[config.mk]
export PLATFORM = sky130hd
export DESIGN_NAME = instr_fetch_queue
export DESIGN_NICKNAME = d
export VERILOG_FILES = /design/src/rtl/instr_fetch_queue.sv
export SDC_FILE = /design/constraint.sdc
export NUM_CORES = 1
export LEC_CHECK = 0
export CAP_MARGIN = 20
export CORE_UTILIZATION = 49
export CTS_CLUSTER_SIZE = 30
export DETAILED_ROUTE_END_ITERATION = 7
export PLACE_DENSITY = 0.83
export SYNTH_ARGS = -nofsm -noshare
export SYNTH_HDL_FRONTEND = slang
export SYNTH_SLANG_ARGS = --single-unit
[constraint.sdc]
create_clock -name clk -period 2.3 [get_ports clk]
set_input_delay 0.23 -clock clk [delete_from_list [all_inputs] [get_ports clk]]
set_output_delay 0.23 -clock clk [all_outputs]
set_load 0.03 [all_outputs]
[src/rtl/instr_fetch_queue.sv]
// Fetch stage: owns the fetch PC, issues sequential requests to a variable-latency
// instruction memory, and buffers in-order responses for decode in a small FIFO.
module instr_fetch_queue #(
  parameter int                  PC_WIDTH          = 9,
  parameter int                  INSTRUCTION_WIDTH = 32,
  parameter int                  DEPTH             = 4,
  parameter logic [PC_WIDTH-1:0] RESET_PC          = '0
) (
  input  logic                            clk,
  input  logic                            rst,
  input  logic                            Redirect,
  input  logic [PC_WIDTH-1:0]             RedirectPC,
  input  logic                            Stall,
  output logic                            ImemReqValid,
  output logic [PC_WIDTH-1:0]             ImemReqAddr,
  input  logic                            ImemReqReady,
  input  logic                            ImemRspValid,
  input  logic [INSTRUCTION_WIDTH-1:0]    ImemRspData,
  output logic                            InstrValid,
  output logic [PC_WIDTH-1:0]             InstrPC,
  output logic [INSTRUCTION_WIDTH-1:0]    Instr,
  output logic [$clog2(DEPTH+1)-1:0]      Count
);

  localparam int CNT_W = $clog2(DEPTH + 1);
  localparam int SUM_W = CNT_W + 1;
  localparam int PTR_W = $clog2(DEPTH);

  logic [PC_WIDTH-1:0]          fetch_pc;
  logic [PC_WIDTH-1:0]          rsp_pc;
  logic [PTR_W-1:0]             rd_ptr;
  logic [PTR_W-1:0]             wr_ptr;
  logic [CNT_W-1:0]             count;
  logic [CNT_W-1:0]             outstanding;
  logic [CNT_W-1:0]             drop_cnt;
  logic [PC_WIDTH-1:0]          fifo_pc_p1    [DEPTH];
  logic [INSTRUCTION_WIDTH-1:0] fifo_instr_p1 [DEPTH];

  logic [SUM_W-1:0] credit_sum;
  logic             accept;
  logic             drop;
  logic             push;
  logic             pop;
  logic [CNT_W-1:0] outstanding_nxt;

  // Credit covers both buffered entries and requests still in flight, so every
  // response that returns is guaranteed a FIFO slot.
  assign credit_sum      = SUM_W'(outstanding) + SUM_W'(count);
  assign ImemReqValid    = (credit_sum < SUM_W'(DEPTH));
  assign accept          = ImemReqValid && ImemReqReady;
  assign drop            = ImemRspValid && (drop_cnt != '0);
  assign push            = ImemRspValid && !drop && !Redirect;
  assign pop             = InstrValid && !Stall && !Redirect;
  assign outstanding_nxt = outstanding + CNT_W'(accept) - CNT_W'(ImemRspValid);

  // Stage p0 -> p1: request/response bookkeeping and FIFO control
  always_ff @(posedge clk) begin
    if (rst) begin
      fetch_pc    <= RESET_PC;
      rsp_pc      <= RESET_PC;
      rd_ptr      <= '0;
      wr_ptr      <= '0;
      count       <= '0;
      outstanding <= '0;
      drop_cnt    <= '0;
    end else begin
      outstanding <= outstanding_nxt;
      if (Redirect) begin
        // Everything still pending, including this cycle's accept, returns stale.
        fetch_pc <= RedirectPC;
        rsp_pc   <= RedirectPC;
        rd_ptr   <= '0;
        wr_ptr   <= '0;
        count    <= '0;
        drop_cnt <= outstanding_nxt;
      end else begin
        if (accept) fetch_pc <= fetch_pc + PC_WIDTH'(4);
        if (drop)   drop_cnt <= drop_cnt - CNT_W'(1);
        if (push) begin
          rsp_pc <= rsp_pc + PC_WIDTH'(4);
          wr_ptr <= wr_ptr + PTR_W'(1);
        end
        if (pop) rd_ptr <= rd_ptr + PTR_W'(1);
        case ({push, pop})
          2'b10:   count <= count + CNT_W'(1);
          2'b01:   count <= count - CNT_W'(1);
          default: count <= count;
        endcase
      end
    end
  end

  // Stage p1: FIFO storage (data path, not reset)
  always_ff @(posedge clk) begin
    if (push) begin
      fifo_pc_p1[wr_ptr]    <= rsp_pc;
      fifo_instr_p1[wr_ptr] <= ImemRspData;
    end
  end

  assign ImemReqAddr = fetch_pc;
  assign InstrValid  = (count != '0);
  assign InstrPC     = fifo_pc_p1[rd_ptr];
  assign Instr       = fifo_instr_p1[rd_ptr];
  assign Count       = count;

endmodule
==> impl_metrics.json <==
{
  "period_minus_slack_ns": 2.31,
  "synthFlopType": "edfxtp_1",
  "p_int_uw": 6040,
  "syn_area_per_cell_um2": 19.0,
  "critPathLaunchType": "register",
  "p_per_area_nw_per_um2": 830,
  "switchingPower_uw": 1880,
  "start_util": 0.502,
  "port-buffer-count": 101,
  "hold_path_end": "rsp_pc[1]",
  "io_pins": 102,
  "holdCritPathClass": "in -> reg",
  "status": "complete, but fails checks",
  "finalSetupViolations": 1,
  "min_path_cells": 3,
  "num_antenna_cells": 0,
  "ant_nets": 0,
  "fin_worst_skew_ns": 0.00571,
  "timing.max_slew.rel_slack": 0.755,
  "grt_pass1_vias": 4247,
  "synthesis.nets": 461,
  "routed_wl_um": 13600,
  "row_count": 45,
  "cts_tree": "done",
  "syn_area_um2": 7600,
  "cts_hold_buf": 0,
  "nNetsFinal": 588,
  "synth_async_sr_flop_share": 0,
  "yosys_warnings": 0,
  "crit_required_ns": 2.67,
  "die_height_um": 127,
  "yosys.area.top_type": "edfxtp_1",
  "reg2reg_to": "drop_cnt[2]",
  "synth_area_leaders": "edfxtp_1 65%, mux4_2 12%, dfxtp_1 8.7%",
  "num_vias": 3949,
  "synth_cells": 399,
  "die_area_um2": 16000,
  "core-area_um2": 15100,
  "p_leak_uw": 0.00323,
  "failed_checks": "setup timing",
  "clk_pin_slew_ns": 0.06,
  "placed_cells": 693,
  "endpoint_kind": "register",
  "ys_types": 39,
  "hp-start": "RedirectPC[1]",
  "worstMarginPinSlew_ns": 0.368,
  "synth_common_cells": "164 x edfxtp_1, 41 x mux4_2, 33 x dfxtp_1",
  "die_x_um": 127,
  "hpwlAfterDp_um": 8550,
  "fin_setup_tns_ns": -0.00722,
  "maxCapViolCount": 0,
  "r2r_slack_ns": -0.007,
  "drc": 0,
  "synth_edf_count": 164,
  "crit_arrival_ns": 2.67,
  "drive_above_1_share": 0.221,
  "finalHoldViolations": 0,
  "path_class": "reg -> reg",
  "fin_cells": 726,
  "seqPwrFrac": 0.522,
  "crit_fanout": 5,
  "synth_top_area_share": 0.648,
  "cts_buffer_depth": 2,
  "antenna_found_initial": 0,
  "wl_per_cell_um": 18.8,
  "cts-root-buf": "clkbuf_16",
  "vdd_drop_max_mv": 0.599,
  "synth-seq-cells": 197,
  "maxSlewViolCount": 0,
  "area_growth_pct": 25.8,
  "fillers": 1052,
  "first_pass_iters": 4,
  "cts_buffers": 17,
  "worst-r2r-cell-count": 10,
  "grt.overflow.total": 0,
  "grt_first_pass_wirelength_um": 21800,
  "fmax_ghz": 0.433,
  "gp_congestion": 0.835,
  "clock_latency_ns": 0.43,
  "synth_most_common_cell": "edfxtp_1",
  "p_sw_frac": 0.238,
  "hold_slack_ns": 0.402,
  "via_per_inst": 5.44,
  "p_clk_frac": 0.337,
  "r2r-start": "Count[2]",
  "cts_sinks": 197,
  "drt_iter0_drc": 231,
  "setup_slack_ns": -0.00722,
  "seq_area_frac_synth": 0.735,
  "cts_htree_levels": 4,
  "rsz0062_at_grt": "yes",
  "pwr-share-comb": 0.141,
  "grt_start_max_net_pins": 42,
  "fin_crit_sh": 1.00,
  "track_usage": 0.184
}
## worst max-delay path by stage
stage / start / end / slack, ns
floorplan: Count[2] / drop_cnt[2] / -0.10
global placement: ImemReqReady / drop_cnt[2] / -0.001
detailed placement: ImemReqReady / drop_cnt[2] / -0.11
CTS: Count[2] / drop_cnt[2] / -0.04
global route: Count[2] / drop_cnt[2] / -0.09
finish: Count[2] / drop_cnt[2] / -0.007
## through the flow
step           setup WS, ns  instance area (um2)  total power (uW)  utilization
3_5_place_dp         -0.110                 9050              5360        0.598
2_1_floorplan        -0.103                 7650              4870            -
6_report           -0.00722                 9560              7930        0.631
5_1_grt             -0.0867                 9560              8220        0.631
4_1_cts             -0.0430                 9540              7990        0.630
3_3_place_gp       -0.00135                 9050              5310        0.598
## logic make-up after synthesis
group           Yosys count  share of synthesized area
buf+inv                  32                     0.0186
fa+ha+maj                15                     0.0267
flops                   197                      0.735
compound gates           34                     0.0273
mux                      44                      0.125
xor+xnor                 21                     0.0242
simple gates             56                     0.0425
## flip-flops by register name (all words and copies together) (netlist names), named ones only
register,count
ImemReqAddr,9
wr_ptr,2
Count,3
drop_cnt,3
rsp_pc,9
rd_ptr,2
fifo_instr_p1,128
outstanding,3
fifo_pc_p1,36
## worst max-delay path, cell delays in order, from the launching register on
cell and delay (ns):
dfxtp_4 0.36, ha_4 0.23, nor4b_4 0.29, nand2_2 0.12, ha_4 0.28, inv_2 0.04
ha_4 0.14, fa_2 0.34, xnor2_2 0.15, a21o_1 0.18, a21oi_2 0.10
## final cells by class
type / instances / area, um2 / share of cell area
Inverter: 16 / 60.1 / 0.00628
Clock inverter: 10 / 82.6 / 0.00864
Timing Repair Buffer: 124 / 1210 / 0.127
Tap cell: 188 / 235 / 0.0246
Clock buffer: 21 / 440 / 0.0461
Sequential cell: 197 / 5600 / 0.586
Multi-Input combinational cell: 170 / 1930 / 0.202
## layout by cell type (no fill, tap or decap), drive strengths merged, types with 2 or more instances in the layout
cell type	n
mux2i	3
nand4	2
and4	2
nor4b	2
mux4	41
and2	5
nand2	12
buf	30
dlygate4sd2	34
edfxtp	164
clkbuf	22
nand3	7
nor2	14
or3	2
fa	2
clkdlybuf4s50	59
xor2	12
clkinvlp	2
nor2b	2
a21boi	8
clkinv	5
and3	2
dfxtp	33
nor3	2
ha	13
inv	18
a21oi	19
xnor2	9
o21bai	3
## power groups by stage
stage	Clock, uW	Combinational [uW]	Sequential (uW)
final	2670	1120	4140
after CTS	2730	1120	4140
after global routing	2860	1200	4150
after floorplan	0	662	4210
after global placement	0	1120	4200
after detailed placement	0	1150	4210
## per-layer routing
layer / up-vias / wire (um) / part of all wire / global-route usage
li1: 1809 / - / - / -
met1: 1976 / 5740 / 0.42 / 0.228
met2: 142 / 6790 / 0.50 / 0.306
met3: 22 / 866 / 0.064 / 0.0561
met4: 0 / 233 / 0.017 / 0.0716
met5: - / 0 / 0 / 0
## timing repair
action                     CTS  global route
cloned                       0             0
setup endpoints to repair   38             6
pin swaps                    3             2
gates resized for setup     39             3
setup buffers                1             1
(Power assumes the default switching activity.)
